===== src/rtl/spi_arbiter_pkg.sv =====
// Shared types and helpers for the SPI requester arbiter.
package spi_arbiter_pkg;

   typedef enum logic [1:0] {
      ST_IDLE      = 2'd0,
      ST_ISSUE     = 2'd1,
      ST_WAIT_BUSY = 2'd2,
      ST_TRANSFER  = 2'd3
   } state_e;

   localparam int unsigned CNT_W = 8;

   // Width of an index into n requesters, never narrower than one bit.
   function automatic int unsigned owner_w(input int unsigned n);
      return (n > 1) ? $clog2(n) : 1;
   endfunction

endpackage


===== src/rtl/spi_arbiter_rr_priority_picker.sv =====
// Round-robin search: first set request at or above the pointer, wrapping to 0.
module rr_priority_picker
   import spi_arbiter_pkg::*;
#(
   parameter  int unsigned NUM_REQ = 3,
   localparam int unsigned IW      = owner_w(NUM_REQ)
) (
   input  logic [NUM_REQ-1:0] req_i,
   input  logic [IW-1:0]      ptr_i,
   output logic               valid_o_c,
   output logic [IW-1:0]      idx_o_c
);

   logic [IW:0]   cand;
   logic [IW-1:0] cand_idx;

   always_comb begin
      valid_o_c = 1'b0;
      idx_o_c   = '0;
      cand      = '0;
      cand_idx  = '0;
      for (int unsigned k = 0; k < NUM_REQ; k++) begin
         cand = {1'b0, ptr_i} + (IW+1)'(k);
         if (cand >= (IW+1)'(NUM_REQ)) begin
            cand = cand - (IW+1)'(NUM_REQ);
         end
         cand_idx = IW'(cand);
         if (!valid_o_c && req_i[cand_idx]) begin
            valid_o_c = 1'b1;
            idx_o_c   = cand_idx;
         end
      end
   end

endmodule


===== src/rtl/spi_arbiter.sv =====
// Round-robin arbiter granting one requester at a time access to an SPI serializer,
// with a start-of-transfer timeout when the serializer never goes busy.
module spi_arbiter
   import spi_arbiter_pkg::*;
#(
   parameter  int unsigned NUM_REQ       = 3,
   parameter  int unsigned DATA_WIDTH    = 16,
   parameter  int unsigned START_TIMEOUT = 15,
   localparam int unsigned OW            = owner_w(NUM_REQ)
) (
   input  logic                                i_Clk,
   input  logic                                i_Rst_n,
   input  logic [NUM_REQ-1:0]                  i_Req,
   input  logic [NUM_REQ-1:0][DATA_WIDTH-1:0]  i_Data,
   output logic [NUM_REQ-1:0]                  o_Grant,
   output logic [NUM_REQ-1:0]                  o_Done,
   output logic                                o_Err,
   output logic                                o_Data_Valid,
   output logic [DATA_WIDTH-1:0]               o_Data,
   input  logic                                i_Busy,
   output logic [OW-1:0]                       o_Owner
);

   state_e                  state_q, state_d;
   logic [OW-1:0]           ptr_q, ptr_d;
   logic [CNT_W-1:0]        cnt_q, cnt_d;
   logic [NUM_REQ-1:0]      grant_q, grant_d;
   logic [NUM_REQ-1:0]      done_q, done_d;
   logic                    err_q, err_d;
   logic                    dv_q, dv_d;
   logic [DATA_WIDTH-1:0]   data_q, data_d;
   logic [OW-1:0]           owner_q, owner_d;

   logic                    pick_valid_c;
   logic [OW-1:0]           pick_idx_c;
   logic [OW:0]             ptr_inc_c;

   rr_priority_picker #(
      .NUM_REQ (NUM_REQ)
   ) u_picker (
      .req_i     (i_Req),
      .ptr_i     (ptr_q),
      .valid_o_c (pick_valid_c),
      .idx_o_c   (pick_idx_c)
   );

   assign ptr_inc_c = (OW+1)'(pick_idx_c) + (OW+1)'(1);

   // Next-state and registered-output logic.
   always_comb begin
      state_d = state_q;
      ptr_d   = ptr_q;
      cnt_d   = cnt_q;
      grant_d = '0;
      done_d  = '0;
      err_d   = 1'b0;
      dv_d    = 1'b0;
      data_d  = data_q;
      owner_d = owner_q;

      case (state_q)
         ST_IDLE: begin
            if (!i_Busy && pick_valid_c) begin
               data_d  = i_Data[pick_idx_c];
               owner_d = pick_idx_c;
               grant_d = NUM_REQ'(1) << pick_idx_c;
               dv_d    = 1'b1;
               ptr_d   = (ptr_inc_c == (OW+1)'(NUM_REQ)) ? '0 : OW'(ptr_inc_c);
               state_d = ST_ISSUE;
            end
         end
         ST_ISSUE: begin
            cnt_d   = '0;
            state_d = ST_WAIT_BUSY;
         end
         ST_WAIT_BUSY: begin
            if (i_Busy) begin
               cnt_d   = '0;
               state_d = ST_TRANSFER;
            end else if (cnt_q == CNT_W'(START_TIMEOUT - 1)) begin
               cnt_d   = '0;
               err_d   = 1'b1;
               state_d = ST_IDLE;
            end else begin
               cnt_d = cnt_q + CNT_W'(1);
            end
         end
         ST_TRANSFER: begin
            if (!i_Busy) begin
               done_d  = NUM_REQ'(1) << owner_q;
               state_d = ST_IDLE;
            end
         end
         default: state_d = ST_IDLE;
      endcase
   end

   always_ff @(posedge i_Clk or negedge i_Rst_n) begin
      if (!i_Rst_n) begin
         state_q <= ST_IDLE;
         ptr_q   <= '0;
         cnt_q   <= '0;
         grant_q <= '0;
         done_q  <= '0;
         err_q   <= 1'b0;
         dv_q    <= 1'b0;
         data_q  <= '0;
         owner_q <= '0;
      end else begin
         state_q <= state_d;
         ptr_q   <= ptr_d;
         cnt_q   <= cnt_d;
         grant_q <= grant_d;
         done_q  <= done_d;
         err_q   <= err_d;
         dv_q    <= dv_d;
         data_q  <= data_d;
         owner_q <= owner_d;
      end
   end

   assign o_Grant      = grant_q;
   assign o_Done       = done_q;
   assign o_Err        = err_q;
   assign o_Data_Valid = dv_q;
   assign o_Data       = data_q;
   assign o_Owner      = owner_q;

endmodule


===== config.mk =====
export PLATFORM = sky130hd
export DESIGN_NAME = spi_arbiter
export DESIGN_NICKNAME = d
export VERILOG_FILES = /design/src/rtl/spi_arbiter_pkg.sv /design/src/rtl/spi_arbiter_rr_priority_picker.sv /design/src/rtl/spi_arbiter.sv
export SDC_FILE = /design/constraint.sdc
export NUM_CORES = 1
export LEC_CHECK = 0
export CORE_ASPECT_RATIO = 2
export CORE_MARGIN = 10
export CORE_UTILIZATION = 45
export CTS_BUF_LIST = sky130_fd_sc_hd__clkbuf_16
export DETAILED_ROUTE_END_ITERATION = 12
export PLACE_DENSITY_LB_ADDON = 0.12
export SETUP_SLACK_MARGIN = 0.05
export SLEW_MARGIN = 25
export SYNTH_ARGS = -nofsm -noshare
export SYNTH_HDL_FRONTEND = slang
export SYNTH_SLANG_ARGS = --single-unit

===== constraint.sdc =====
create_clock -name i_Clk -period 3.2 [get_ports i_Clk]
set_clock_uncertainty 0.05 [all_clocks]
set_input_delay 0.8 -clock i_Clk [delete_from_list [all_inputs] [get_ports i_Clk]]
set_output_delay 0.8 -clock i_Clk [all_outputs]
set_load 0.005 [all_outputs]

# After elaboration in Yosys (flattened, before gate mapping)
# Index checks and enable logic that the tools add are counted.
[word_totals]
input_bits = 54
mem_bits_ro = 0
mem_bits_rw = 0
ff_bits = 38
output_inout_bits = 26
n_memories = 0
latch_bits = 0
[classes]
bitwise = 0
reduce_logical = 10
n_shift = 2
n_mul = 0
n_mux = 35
div_mod_pow = 0
n_lt_le_gt_ge = 7
n_addsub = 7
eq_ne = 8
[ops]
columns = ["operator", "count"]
rows = [
  ["16-bit binary-select mux with 2-bit select", 1],
  ["2-bit two-way mux", 11],
  ["16-bit two-way mux", 1],
  ["8-bit two-way mux", 2],
  ["8-bit case mux with 2 select lines", 1],
  ["2-bit by 3-bit less-than comparator with 1-bit output (second input constant)", 4],
  ["3-bit two-way mux", 4],
  ["1-bit two-way mux", 11],
  ["8-bit by 1-bit adder with 8-bit output (second input constant)", 1],
  ["8-bit by 4-bit == test with 1-bit output (second input constant)", 1],
  ["2-bit case mux with 4 select lines", 1],
  ["2-bit by 1-bit adder with 3-bit output (second input constant)", 2],
  ["1-bit binary-select mux with 2-bit select", 3],
  ["3-bit by 2-bit >= comparator with 1-bit output (second input constant)", 2],
  ["1-bit by 2-bit << shifter with 3-bit output (first input constant)", 2],
  ["2-bit subtractor (second input constant)", 3],
  ["2-bit == test (second input constant)", 2],
  ["2-bit inequality test (second input constant)", 2],
  ["2-bit by 2-bit adder with 3-bit output (second input constant)", 1],
  ["3-bit by 2-bit == test with 1-bit output (second input constant)", 1],
  ["1-bit logical AND", 3],
  ["1-bit zero test", 3],
  ["3-bit inequality test (second input constant)", 1],
  ["3-bit AND reduction", 1],
  ["other kinds (5)", 5],
]

# Longest topological paths before layout
# Gate-level depths: netlist of run 1.
[depth]
word_depth = 14
mapped_depth = 12
mapped_depth_nobuf = 8

# Modules after synthesis
# Synthesis of run 1 repeated with hierarchy kept, for this count alone.
[hier_totals]
cells_unflattened = 227
hier_area_um2 = 2164.6
[modules_own_cells]
columns = ["mod", "instances", "seq_area_each_um2", "area_each_um2", "cells_each"]
rows = [
  ["spi_arbiter", 1, 950.9, 1913.1, 195],
  ["rr_priority_picker", 1, 0.0, 251.5, 32],
]

# Worst setup path before layout of run 1
# Ideal clock, no wire load.
[synth_timing]
path_kind = "reg2reg"
startpoint = "register ptr_q[0]"
endpoint = "register data_q[10], in the netlist o_Data[10]"
n_path_buf = 3
stages_incl_launch_ff = 12
t_arrival_ps = 2141
setup_slack_ps = 878
cell_sequence = "dfrtp_1 inv_1 ha_1 clkbuf_1 mux2i_1 or2_1 nand4_1 mux2i_1 buf_4 buf_6 mux2i_1 a221oi_2"
[synth_between]
elab_chain_len = 13
elab_cells_between_ends = 31
classes_between = "add/sub: 5; order compare: 3; mux: 17; reduce/logical: 6"
[synth_rtl]
columns = ["element", "line_no", "text"]
rows = [
  ["start: declaration", "spi_arbiter.sv:25", "logic [OW-1:0] ptr_q, ptr_d;"],
  ["start signal: assignment", "spi_arbiter.sv:111", "ptr_q <= ptr_d;"],
  ["branches (longest 13 deep; another with 2-bit by 1-bit adder with 3-bit output)", "-", ""],
  ["end signal: assignment", "spi_arbiter.sv:117", "data_q <= data_d;"],
  ["end: declaration", "spi_arbiter.sv:31", "logic [DATA_WIDTH-1:0] data_q, data_d;"],
]
# Several ways; the timed one is not identified. The select of a mux whose other input is x is not followed.
# A chain may end at the register's enable or synchronous reset.

# Worst setup path in the final report of run 1
[layout_timing]
startpoint = "input i_Req[1]"
endpoint = "register data_q[11], in the netlist o_Data[11]"
[layout_between]
elab_chain_len = 11
elab_cells_between_ends = 20
classes_between = "mux: 14; reduce/logical: 6"
[layout_rtl]
columns = ["element", "line_no", "text"]
rows = [
  ["start: declaration", "spi_arbiter.sv:13", "input logic [NUM_REQ-1:0] i_Req,"],
  ["1-bit binary-select mux with 2-bit select", "spi_arbiter_rr_priority_picker.sv:28", "if (!valid_o_c && req_i[cand_idx]) begin"],
  ["1-bit two-way mux (not written as such)", "spi_arbiter_rr_priority_picker.sv:28", ""],
  ["1-bit two-way mux", "spi_arbiter_rr_priority_picker.sv:28", ""],
  ["1-bit zero test", "spi_arbiter_rr_priority_picker.sv:28", ""],
  ["1-bit logical AND", "spi_arbiter_rr_priority_picker.sv:28", ""],
  ["1-bit two-way mux", "spi_arbiter_rr_priority_picker.sv:28", ""],
  ["1-bit zero test", "spi_arbiter_rr_priority_picker.sv:28", ""],
  ["1-bit logical AND", "spi_arbiter_rr_priority_picker.sv:28", ""],
  ["2-bit two-way mux / 1-bit two-way mux (equally long branches)", "spi_arbiter_rr_priority_picker.sv:28", ""],
  ["16-bit binary-select mux with 2-bit select / 1-bit logical AND (equally long branches)", "spi_arbiter.sv:64, spi_arbiter.sv:63", ""],
  ["16-bit two-way mux (not written as such) / 2-bit AND reduction (equally long branches)", "-", ""],
]
# Several ways; a longest one is shown, not always the timed one. The select of a mux whose other input is x is not followed.

==> out/summary.json, run 1 <==
{
  "fin_area": {"value": 3280, "unit": "um^2"},
  "worstSetupEndpointType": {"value": "flop"},
  "timing_worst_slew_pin_value": {"value": 0.837, "unit": "ns"},
  "tritoncts_clock_tree": {"value": "built"},
  "count_of_max_cap_constraint_violations": {"value": 0},
  "synthesis.area": {"value": 2310, "unit": "um^2"},
  "pin_count": {"value": 80},
  "grt_setup_unrepaired": {"value": "no"},
  "fin_util": {"value": 0.668},
  "timing.critical_path.from_type": {"value": "input port"},
  "worst-endpoint-required": {"value": 3.30, "unit": "ns"},
  "rrSetupSlack": {"value": 0.61, "unit": "ns"},
  "syn_avg_cell_area": {"value": 10.3, "unit": "um^2"},
  "number_of_hold_repair_buffers_added_at_the_cts_stage": {"value": 0},
  "antenna_cells_inserted": {"value": 0},
  "rr_endpoint": {"value": "o_Data[11]$_DFFE_PN0P_"},
  "critPathKind": {"value": "input port to flop"},
  "fin_setup_tns": {"value": 0, "unit": "ns"},
  "critPathMaxFanout": {"value": 22},
  "finalHoldViolCount": {"value": 0},
  "synth_largest_type_area_fraction": {"value": 0.412},
  "ctsResizeCount": {"value": 0},
  "area_after_dpl": {"value": 3140, "unit": "um^2"},
  "ant_nets": {"value": 0},
  "die_x": {"value": 70.6, "unit": "um"},
  "core-area": {"value": 4910, "unit": "um^2"},
  "synth_warnings": {"value": 0},
  "cts_buffer_depth": {"value": 2},
  "clockRootBuffer": {"value": "clkbuf_16"},
  "synth_top_area_cell": {"value": "dfrtp_1"},
  "synth_cells": {"value": 223},
  "drc": {"value": 0},
  "outcome": {"value": "complete, no violations"},
  "final_report_setup_violation_count": {"value": 0},
  "grt.overflow.total": {"value": 0},
  "synth_fp_nets": {"value": 287},
  "hpwlAfterDp": {"value": 5.11, "unit": "mm"},
  "worst-endpoint-arrival": {"value": 2.88, "unit": "ns"},
  "tritoncts.num_buffers": {"value": 5},
  "crit_share_post_route": {"value": 0.869},
  "most_common_cell_in_the_synthesized_netlist": {"value": "dfrtp_1"},
  "initial_utilization": {"value": 0.470},
  "worstHoldEndpoint": {"value": "o_Done[1]$_DFF_PN0_"},
  "area_of_the_die": {"value": 8560, "unit": "um^2"},
  "max_freq": {"value": 360, "unit": "MHz"},
  "synth_top_cells_by_area": {"value": "dfrtp_1, a221oi_2, mux2i_1, ha_1, inv_1"},
  "synth-edff-count": {"value": 0},
  "hold_path_class": {"value": "flop to flop"},
  "wl_per_cell": {"value": 17.9, "unit": "um"},
  "port_buffers": {"value": 79},
  "antenna_found_initial": {"value": 0},
  "global_route_wire_length_before_repair": {"value": 10.4, "unit": "mm"},
  "peakVddDrop": {"value": 0.000715, "unit": "V"},
  "worstRegToRegCells": {"value": 9},
  "cts_htree_levels": {"value": 2},
  "worst_slew_margin_rel": {"value": 0.442},
  "slew_violations": {"value": 0},
  "grt_max_degree": {"value": 39},
  "layout.nets": {"value": 366},
  "detailedRoute.firstPassIterationCount": {"value": 4},
  "vias_in_the_first_global_route": {"value": 2160},
  "postSynthRegisterBits": {"value": 38},
  "ys_seq_area_frac": {"value": 0.412},
  "clk_pin_slew": {"value": 0.06, "unit": "ns"},
  "insertion_delay": {"value": 0.28, "unit": "ns"},
  "startpoint_of_the_tightest_hold_check_path": {"value": "o_Owner[1]$_DFFE_PN0P_"},
  "dieHeight": {"value": 121, "unit": "um"},
  "synth-async-reset-ratio": {"value": 1.00},
  "post_synth_most_frequent_cells": {"value": "dfrtp_1, inv_1, mux2i_1"},
  "area_growth": {"value": 42.3, "unit": "%"},
  "cts_sinks": {"value": 38},
  "period_needed": {"value": 2.78, "unit": "ns"},
  "cp-startpoint": {"value": "i_Req[1]"},
  "drt_iter0_markers": {"value": 121},
  "power.leakage": {"value": 1.48, "unit": "nW"},
  "worstHoldPathCells": {"value": 1},
  "synth.lib_cells_used.distinct": {"value": 43},
  "groute.usage.overall": {"value": 0.151},
  "totalWireLength": {"value": 6.43, "unit": "mm"},
  "number_of_post_cts_setup_repair_buffers": {"value": 0},
  "drt-vias-per-instance": {"value": 5.41},
  "launch_instance_of_the_worst_register_to_register_path": {"value": "ptr_q[0]$_DFFE_PN0P_"},
  "dominantRegCellSynth": {"value": "dfrtp_1"},
  "vias": {"value": 1949},
  "core.rowCount": {"value": 36},
  "pwr_density_cell": {"value": 813, "unit": "nW/um^2"},
  "gpl.final_weighted_congestion": {"value": 0.845},
  "final_layout_size_suffix_gt1_frac": {"value": 0.125}
}
## through the flow
step                total power [mW]  cells  hold WS, ns  setup slack, ns
finish                          2.67    360        0.452            0.420
global route                    2.86    360        0.497            0.261
CTS                             2.69    360        0.458            0.427
detailed placement              2.21    352        0.450            0.150
global placement                2.19    352        0.448            0.204
floorplan                       1.67    223        0.425            0.878
## layout by cell type, fill, tap and decap left out, drive strengths merged, types with 2 or more instances in the layout
cell / count
nor4bb: 2
mux2i: 21
clkdlybuf4s50: 78
and2: 3
a21o: 2
xor2: 2
nand2b: 2
nand3: 5
a21oi: 4
inv: 25
clkinv: 2
or2: 3
nand2: 11
buf: 8
clkbuf: 5
nor2: 10
nor3: 17
a21bo: 3
nor2b: 5
o21ai: 7
dfrtp: 38
o31ai: 2
nand3b: 3
nand4: 4
a221oi: 17
ha: 10
## worst max-delay path by stage
stage	endpoint	cells past startpoint
4_1_cts	o_Data[11]$_DFFE_PN0P_	8
3_3_place_gp	o_Data[10]$_DFFE_PN0P_	8
2_1_floorplan	o_Data[10]$_DFFE_PN0P_	11
5_1_grt	o_Data[4]$_DFFE_PN0P_	8
6_report	o_Data[11]$_DFFE_PN0P_	8
3_5_place_dp	o_Data[4]$_DFFE_PN0P_	8
## cells by family (layout without fill, tap and decap cells)
group | after synthesis | count (layout) | share of synthesized area
xor+xnor | 3 | 3 | 0.0114
buf+inv | 39 | 119 | 0.0846
mux | 22 | 22 | 0.0960
flops | 38 | 38 | 0.412
compound gates | 41 | 41 | 0.177
fa+ha+maj | 10 | 10 | 0.0543
simple gates | 70 | 70 | 0.164
## flip-flops by register name, indices dropped and copies added (netlist names)
name and cells:
o_Data 16, cnt_q 8, o_Done 3, o_Grant 3
o_Owner 2, ptr_q 2, state_q 2, o_Data_Valid 1
o_Err 1
## cell type report
class,instances,area [um^2]
multi-input cells,146,1170
inverters,25,93.8
fillers,407,1630
flip-flops and latches,38,951
well taps,57,71.3
clock inverters,3,16.3
clock buffers,5,125
repair buffers,86,851
## power by group
group / switching, mW / leakage (nW) / total [mW] / internal, mW
registers: 0.103 / 0.468 / 0.733 / 0.630
clock network: 0.189 / 0.0672 / 0.473 / 0.284
logic: 0.690 / 0.947 / 1.46 / 0.772
## layer usage
layer,up-vias,GRT usage,part of all wire
li1,954,-,-
met1,932,0.144,0.35
met2,50,0.290,0.59
met3,13,0.0352,0.037
met4,0,0.0669,0.023
met5,-,0,0
## worst max-delay path, cell delays in order
cell and delay (ns):
clkdlybuf4s50_1 0.60, mux2i_1 0.13, or2_1 0.27, and4b_1 0.23, or2_2 0.29, buf_4 0.23
nor3_1 0.26, a221oi_2 0.06
Note: power is estimated with default switching activity, not from simulation.
==> run 2, diff against run 1 <==
--- a/config.mk
+++ b/config.mk
@@ -11,8 +11,8 @@
 export CTS_BUF_LIST = sky130_fd_sc_hd__clkbuf_16
 export DETAILED_ROUTE_END_ITERATION = 12
 export PLACE_DENSITY_LB_ADDON = 0.12
+export REMOVE_ABC_BUFFERS = 1
 export SETUP_SLACK_MARGIN = 0.05
-export SLEW_MARGIN = 25
 export SYNTH_ARGS = -nofsm -noshare
 export SYNTH_HDL_FRONTEND = slang
 export SYNTH_SLANG_ARGS = --single-unit
==> out/summary.json, run 2 (synthesis results as in run 1) <==
{
  "power.share.combinational": {"value": 0.544, "change": "-0.004"},
  "ctsResizeCount": {"value": 0, "change": "unchanged"},
  "max_freq": {"value": 368, "unit": "MHz", "change": "+2.3%"},
  "fillerInstances": {"value": 380, "change": "-6.6%"},
  "number_of_post_cts_setup_repair_buffers": {"value": 0, "change": "unchanged"},
  "timing_worst_slew_pin_value": {"value": 0.867, "unit": "ns", "change": "+0.0296 ns"},
  "grt.overflow.total": {"value": 0, "change": "unchanged"},
  "layout_common_cells": {"value": "clkdlybuf4s50_1, dfrtp_1, inv_1, mux2i_1, nor3_1"},
  "critPathKind": {"value": "input port to flop"},
  "layout.nets": {"value": 364, "change": "-0.55%"},
  "initial_utilization": {"value": 0.470, "change": "unchanged"},
  "worst_slew_margin_rel": {"value": 0.422, "change": "-0.0197"},
  "drt_iter0_markers": {"value": 54, "change": "-55%"},
  "drc": {"value": 0, "change": "unchanged"},
  "finish.cell_count_without_fillers": {"value": 357, "change": "-0.83%"},
  "detailedRoute.firstPassIterationCount": {"value": 4, "change": "unchanged"},
  "outcome": {"value": "complete, no violations"},
  "commonest_non_fill_non_tap_cell_in_the_layout": {"value": "clkdlybuf4s50_1"},
  "total_switching_power": {"value": 0.958, "unit": "mW", "change": "-2.4%"},
  "post-place-cells": {"value": 350, "change": "-0.57%"},
  "critPathMaxFanout": {"value": 18, "change": "-18%"},
  "grt_setup_unrepaired": {"value": "no"},
  "core-area": {"value": 4910, "unit": "um^2", "change": "unchanged"},
  "hpwlAfterDp": {"value": 4.71, "unit": "mm", "change": "-7.8%"},
  "number_of_hold_repair_buffers_added_at_the_cts_stage": {"value": 0, "change": "unchanged"},
  "pwr_density_cell": {"value": 805, "unit": "nW/um^2", "change": "-0.92%"},
  "timing.critical_path.from_type": {"value": "input port"},
  "clock_power_share": {"value": 0.179, "change": "+0.002"},
  "worst-endpoint-required": {"value": 3.31, "unit": "ns", "change": "about the same"},
  "insertion_delay": {"value": 0.28, "unit": "ns", "change": "about the same"},
  "power.share.switching": {"value": 0.364, "change": "-0.00354"},
  "die_x": {"value": 70.6, "unit": "um", "change": "unchanged"},
  "global_route_wire_length_before_repair": {"value": 10.2, "unit": "mm", "change": "-2.7%"},
  "crit_share_post_route": {"value": 0.849, "change": "-0.0199"},
  "vias_in_the_first_global_route": {"value": 2210, "change": "+2.3%"},
  "core.rowCount": {"value": 36, "change": "unchanged"},
  "multiInputGateArea": {"value": 1160, "unit": "um^2", "change": "-0.75%"},
  "port_buffers": {"value": 79, "change": "unchanged"},
  "final_layout_size_suffix_gt1_frac": {"value": 0.117, "change": "-0.00875"},
  "flip_flop_count_of_the_largest_register_after_layout": {"value": 16, "change": "unchanged"},
  "peakVddDrop": {"value": 0.000507, "unit": "V", "change": "-29%"},
  "antenna_found_initial": {"value": 0, "change": "unchanged"},
  "grt_max_degree": {"value": 39, "change": "unchanged"},
  "period_needed": {"value": 2.72, "unit": "ns", "change": "-0.0637 ns"},
  "groute.usage.overall": {"value": 0.145, "change": "-0.00579"},
  "area_of_the_die": {"value": 8560, "unit": "um^2", "change": "unchanged"},
  "clockRootBuffer": {"value": "clkbuf_16"},
  "tritoncts_clock_tree": {"value": "built"},
  "hold_path_class": {"value": "flop to flop"},
  "ant_nets": {"value": 0, "change": "unchanged"},
  "dieHeight": {"value": 121, "unit": "um", "change": "unchanged"},
  "power.leakage": {"value": 1.48, "unit": "nW", "change": "-0.16%"},
  "area_growth": {"value": 41.5, "unit": "%"},
  "finalWorstSetupSlack": {"value": 0.483, "unit": "ns", "change": "+0.0637 ns"},
  "worst-endpoint-arrival": {"value": 2.82, "unit": "ns", "change": "-0.06 ns"},
  "totalWireLength": {"value": 6.05, "unit": "mm", "change": "-6.0%"},
  "vias": {"value": 1919, "change": "-1.5%"},
  "clk_pin_slew": {"value": 0.06, "unit": "ns", "change": "about the same"},
  "cts_sinks": {"value": 38, "change": "unchanged"},
  "power.internal": {"value": 1.67, "unit": "mW", "change": "-0.90%"},
  "cts_htree_levels": {"value": 2, "change": "unchanged"},
  "wl_per_cell": {"value": 16.9, "unit": "um", "change": "-5.2%"},
  "count_of_max_cap_constraint_violations": {"value": 0, "change": "unchanged"},
  "gpl.final_weighted_congestion": {"value": 0.881, "change": "+4.3%"},
  "pin_count": {"value": 80, "change": "unchanged"},
  "layout.area.seq": {"value": 951, "unit": "um^2", "change": "unchanged"},
  "antenna_cells_inserted": {"value": 0, "change": "unchanged"},
  "power_frac_seq": {"value": 0.276, "change": "about the same"},
  "place_worst_setup_slack": {"value": 0.214, "unit": "ns", "change": "+0.0636 ns"},
  "drt-vias-per-instance": {"value": 5.38, "change": "-0.71%"},
  "tritoncts.num_buffers": {"value": 5, "change": "unchanged"},
  "worstSetupEndpointType": {"value": "flop"},
  "finalHoldViolCount": {"value": 0, "change": "unchanged"},
  "slew_violations": {"value": 0, "change": "unchanged"},
  "cts_buffer_depth": {"value": 2, "change": "unchanged"},
  "final_report_setup_violation_count": {"value": 0, "change": "unchanged"}
}
==> run 2: cell type report <==
type                       instances  area share
clock buffer                       5      0.0383
clock inverter                     2     0.00307
multi-input combinational        146       0.357
tap                               57      0.0219
sequential                        38       0.291
inverter                          25      0.0288
timing repair buffer              84       0.260
==> run 2: final timing paths <==
| path | start | endpoint | slack, ns | cells after the start |
|---|---|---|---|---|
| worst max-delay path | i_Req[1] | o_Data[1]$_DFFE_PN0P_ | 0.48 | 8 |
| worst min-delay path | o_Data[14]$_DFFE_PN0P_ | o_Data[14]$_DFFE_PN0P_ | 0.47 | 2 |
| worst max register to register | ptr_q[0]$_DFFE_PN0P_ | o_Data[1]$_DFFE_PN0P_ | 0.73 | 9 |
| worst min register to register | o_Data[14]$_DFFE_PN0P_ | o_Data[14]$_DFFE_PN0P_ | 0.47 | 2 |
| max in group asynchronous | i_Rst_n | o_Data[8]$_DFFE_PN0P_ | 1.98 | 1 |
| min in group asynchronous | i_Rst_n | cnt_q[6]$_DFFE_PN0P_ | 0.58 | 1 |
==> run 2: stage by stage <==
step           cell area (um^2)  utilization  TNS [ns]  total power [mW]  hold WS, ns
6_report                   3260        0.665         0              2.63        0.472
5_1_grt                    3260        0.665         0              2.82        0.486
4_1_cts                    3260        0.665         0              2.66        0.474
3_5_place_dp               3130        0.637         0              2.18        0.456
3_3_place_gp               3130        0.637         0              2.16        0.448
2_1_floorplan              2200            -    -0.363              1.59        0.425
==> run 2: critical path: stages <==
cell and delay [ns]:
clkdlybuf4s50_1 0.62, mux2i_1 0.14, or2_1 0.27, nand4_1 0.14
mux2i_2 0.29, buf_12 0.21, mux2i_1 0.26, a221oi_2 0.08
==> run 2: power groups by stage <==
stage	clock, mW	combinational (mW)	sequential (mW)
5_1_grt	0.492	1.58	0.745
6_report	0.472	1.43	0.726
4_1_cts	0.478	1.45	0.729
3_3_place_gp	0	1.43	0.730
3_5_place_dp	0	1.44	0.735
2_1_floorplan	0	0.861	0.732
==> run 2: routing by layer <==
layer / GRT usage / wire (um) / vias up
met4: 0.0657 / 163 / 0
met2: 0.269 / 3330 / 59
met3: 0.0639 / 524 / 11
met5: 0 / 0 / -
li1: - / - / 949
met1: 0.128 / 2030 / 900
==> run 3, diff against run 2 <==
--- a/config.mk
+++ b/config.mk
@@ -7,7 +7,7 @@
 export LEC_CHECK = 0
 export CORE_ASPECT_RATIO = 2
 export CORE_MARGIN = 10
-export CORE_UTILIZATION = 45
+export CORE_UTILIZATION = 41
 export CTS_BUF_LIST = sky130_fd_sc_hd__clkbuf_16
 export DETAILED_ROUTE_END_ITERATION = 12
 export PLACE_DENSITY_LB_ADDON = 0.12
==> constraint.sdc (replaced) <==
create_clock -name i_Clk -period 2.4 [get_ports i_Clk]
set_clock_uncertainty 0.05 [all_clocks]
set_input_delay 0.6 -clock i_Clk [delete_from_list [all_inputs] [get_ports i_Clk]]
set_output_delay 0.6 -clock i_Clk [all_outputs]
set_load 0.005 [all_outputs]
==> out/summary.json, run 3 (synthesis results as in run 1) <==
{
  "layout.nets": {"value": 384, "change": "+5.5%"},
  "finalHoldViolCount": {"value": 0, "change": "unchanged"},
  "cp-startpoint": {"value": "ptr_q[0]$_DFFE_PN0P_"},
  "rrSetupSlack": {"value": 0.06, "unit": "ns", "change": "-0.67 ns"},
  "finish.cell_count_without_fillers": {"value": 381, "change": "+6.7%"},
  "cts_sinks": {"value": 38, "change": "unchanged"},
  "timing_worst_slew_pin_value": {"value": 0.500, "unit": "ns", "change": "-0.367 ns"},
  "port_buffers": {"value": 79, "change": "unchanged"},
  "critPathMostFrequentCell": {"value": "mux2i_4"},
  "initial_utilization": {"value": 0.422, "change": "-0.0479"},
  "outcome": {"value": "complete, no violations"},
  "critical-path-slowest-cell": {"value": "dfrtp_1"},
  "groute.usage.overall": {"value": 0.141, "change": "-0.00408"},
  "critPathMaxFanout": {"value": 8, "change": "-10"},
  "crit_path_max_incr_delay": {"value": 0.41, "unit": "ns", "change": "-0.21 ns"},
  "pwr_density_cell": {"value": 1120, "unit": "nW/um^2", "change": "+39%"},
  "total_power": {"value": 4.06, "unit": "mW", "change": "+55%"},
  "insertion_delay": {"value": 0.27, "unit": "ns", "change": "about the same"},
  "period_needed": {"value": 2.34, "unit": "ns"},
  "critPathKind": {"value": "flop to flop"},
  "final_layout_size_suffix_gt1_frac": {"value": 0.255, "change": "+0.139"},
  "tritoncts.num_buffers": {"value": 5, "change": "unchanged"},
  "ant_nets": {"value": 0, "change": "unchanged"},
  "clock_power_share": {"value": 0.180, "change": "about the same"},
  "drt-vias-per-instance": {"value": 5.41, "change": "+0.63%"},
  "worst-endpoint-required": {"value": 2.50, "unit": "ns", "change": "-0.81 ns"},
  "launch_instance_of_the_worst_register_to_register_path": {"value": "ptr_q[0]$_DFFE_PN0P_"},
  "slew_violations": {"value": 0, "change": "unchanged"},
  "post-place-cells": {"value": 369, "change": "+5.4%"},
  "drc": {"value": 0, "change": "unchanged"},
  "power_frac_seq": {"value": 0.240, "change": "-0.036"},
  "grt_setup_unrepaired": {"value": "yes"},
  "commonest_non_fill_non_tap_cell_in_the_layout": {"value": "clkdlybuf4s50_1"},
  "vias_in_the_first_global_route": {"value": 2245, "change": "+1.6%"},
  "core-area": {"value": 5470, "unit": "um^2", "change": "+11%"},
  "final_report_setup_violation_count": {"value": 0, "change": "unchanged"},
  "crit_path_end": {"value": "o_Data[9]$_DFFE_PN0P_"},
  "timing.critical_path.from_type": {"value": "flop"},
  "number_of_hold_repair_buffers_added_at_the_cts_stage": {"value": 0, "change": "unchanged"},
  "worstSetupEndpointType": {"value": "flop"},
  "antenna_cells_inserted": {"value": 0, "change": "unchanged"},
  "peakVddDrop": {"value": 0.000661, "unit": "V", "change": "+30%"},
  "power.share.switching": {"value": 0.351, "change": "-0.0137"},
  "detailedRoute.firstPassIterationCount": {"value": 4, "change": "unchanged"},
  "rr_endpoint": {"value": "o_Data[9]$_DFFE_PN0P_"},
  "hpwlAfterDp": {"value": 4.94, "unit": "mm", "change": "+4.8%"},
  "totalWireLength": {"value": 6.46, "unit": "mm", "change": "+6.7%"},
  "vias": {"value": 2061, "change": "+7.4%"},
  "worstRegToRegCells": {"value": 9, "change": "unchanged"},
  "chain_of_cells_forming_the_critical_path": {"value": "buf_6 > ha_4 > mux2i_2 > or2_1 > nand4_1 > mux2i_4 > clkbuf_16 > mux2i_4 > a221oi_2"},
  "drt_iter0_markers": {"value": 85, "change": "+57%"},
  "antenna_found_initial": {"value": 0, "change": "unchanged"},
  "wl_per_cell": {"value": 16.9, "unit": "um", "change": "about the same"},
  "worst-endpoint-arrival": {"value": 2.44, "unit": "ns", "change": "-0.38 ns"},
  "power.internal": {"value": 2.64, "unit": "mW", "change": "+58%"},
  "area_of_the_die": {"value": 9210, "unit": "um^2", "change": "+7.5%"},
  "area_growth": {"value": 57.4, "unit": "%"},
  "count_of_max_cap_constraint_violations": {"value": 0, "change": "unchanged"},
  "cts_htree_levels": {"value": 2, "change": "unchanged"},
  "max_freq": {"value": 427, "unit": "MHz"},
  "power.leakage": {"value": 1.62, "unit": "nW", "change": "+9.7%"},
  "global_route_wire_length_before_repair": {"value": 10.6, "unit": "mm", "change": "+4.6%"},
  "clk_pin_slew": {"value": 0.06, "unit": "ns", "change": "about the same"},
  "flip_flop_count_of_the_largest_register_after_layout": {"value": 16, "change": "unchanged"},
  "core.rowCount": {"value": 38, "change": "+5.6%"},
  "crit_share_post_route": {"value": 0.976},
  "cts_buffer_depth": {"value": 2, "change": "unchanged"},
  "layout_common_cells": {"value": "clkdlybuf4s50_1, dfrtp_1, inv_1, buf_4, mux2i_1"},
  "hold_path_class": {"value": "input port to asynchronous set/reset pin"},
  "total_switching_power": {"value": 1.42, "unit": "mW", "change": "+49%"},
  "gpl.final_weighted_congestion": {"value": 0.854, "change": "-3.1%"},
  "grt.overflow.total": {"value": 0, "change": "unchanged"},
  "worst_slew_margin_rel": {"value": 0.667, "change": "+0.244"},
  "tritoncts_clock_tree": {"value": "built"},
  "power.share.combinational": {"value": 0.579, "change": "+0.035"},
  "die_x": {"value": 73.0, "unit": "um", "change": "+3.4%"},
  "pin_count": {"value": 80, "change": "unchanged"},
  "clockRootBuffer": {"value": "clkbuf_16"},
  "dieHeight": {"value": 126, "unit": "um", "change": "+4.0%"},
  "grt_max_degree": {"value": 39, "change": "unchanged"}
}
==> run 3: cell count changes in the layout (fill, tap and decap cells not counted), sizes merged <==
cell / before / now
dlymetal6s2s: 0 / 2
clkdlybuf4s50: 78 / 75
buf: 6 / 25
clkbuf: 5 / 6
bufinv: 0 / 1
dlygate4sd2: 0 / 1
==> run 3: how the worst min path moves through the flow <==
stage | depth (start not counted) | from | end
global placement | 1 | o_Owner[1]$_DFFE_PN0P_ | o_Done[1]$_DFF_PN0_
CTS | 2 | i_Rst_n | cnt_q[7]$_DFFE_PN0P_
finish | 2 | i_Rst_n | cnt_q[7]$_DFFE_PN0P_
detailed placement | 1 | o_Owner[1]$_DFFE_PN0P_ | o_Done[1]$_DFF_PN0_
global route | 2 | i_Rst_n | cnt_q[6]$_DFFE_PN0P_
floorplan | 0 | i_Rst_n | cnt_q[0]$_DFFE_PN0P_
==> run 3: critical path, delay by kind of cell, from the launching register on <==
kind,cells,cell delay (ns)
multiplexers,3,0.72
AND/OR/NAND/NOR,2,0.43
flip-flops,1,0.41
buffers and inverters,2,0.36
adder cells (fa/ha/maj),1,0.17
AO/OA/AOI/OAI,1,0.07
==> run 3: final cells by class <==
| class | count | area (um^2) |
|---|---|---|
| fillers | 465 | 1840 |
| inverters | 25 | 96.3 |
| flip-flops and latches | 38 | 952 |
| clock buffers | 5 | 125 |
| well taps | 60 | 75.1 |
| clock inverters | 3 | 40.0 |
| multi-input cells | 146 | 1310 |
| repair buffers | 104 | 1040 |
==> run 3: per-stage QoR <==
step	setup WS (ns)	setup TNS, ns	util	hold WS [ns]	area [um^2]
6_report	0.0581	0	0.664	0.326	3630
5_1_grt	-0.0657	-0.396	0.664	0.374	3630
4_1_cts	0.0452	0	0.643	0.344	3510
3_5_place_dp	-0.286	-5.51	0.597	0.453	3260
3_3_place_gp	-0.221	-4.15	0.597	0.447	3260
2_1_floorplan	-0.823	-15.29	-	0.254	2200
==> run 3: layer usage <==
layer	global-route usage	wire length (um)	up-vias
met3	0.0590	491	7
met5	0	0	-
met4	0.0427	82	0
met2	0.258	3690	64
met1	0.133	2190	1003
li1	-	-	987
==> run 3: timing repair <==
action                                  in CTS  in global routing
cloned                                       0                  1
buffers inserted                             1                  2
pin swaps                                    0                  2
gates resized for setup                     18                 18
endpoints found under the setup margin      18                 23
==> run 3: power groups by stage <==
stage	Sequential, mW	Combinational (mW)	Clock [mW]
after floorplan	0.976	1.15	0
after global placement	0.970	2.09	0
after detailed placement	0.979	2.11	0
after CTS	0.974	2.18	0.756
after global routing	1.01	2.57	0.785
final	0.976	2.35	0.733
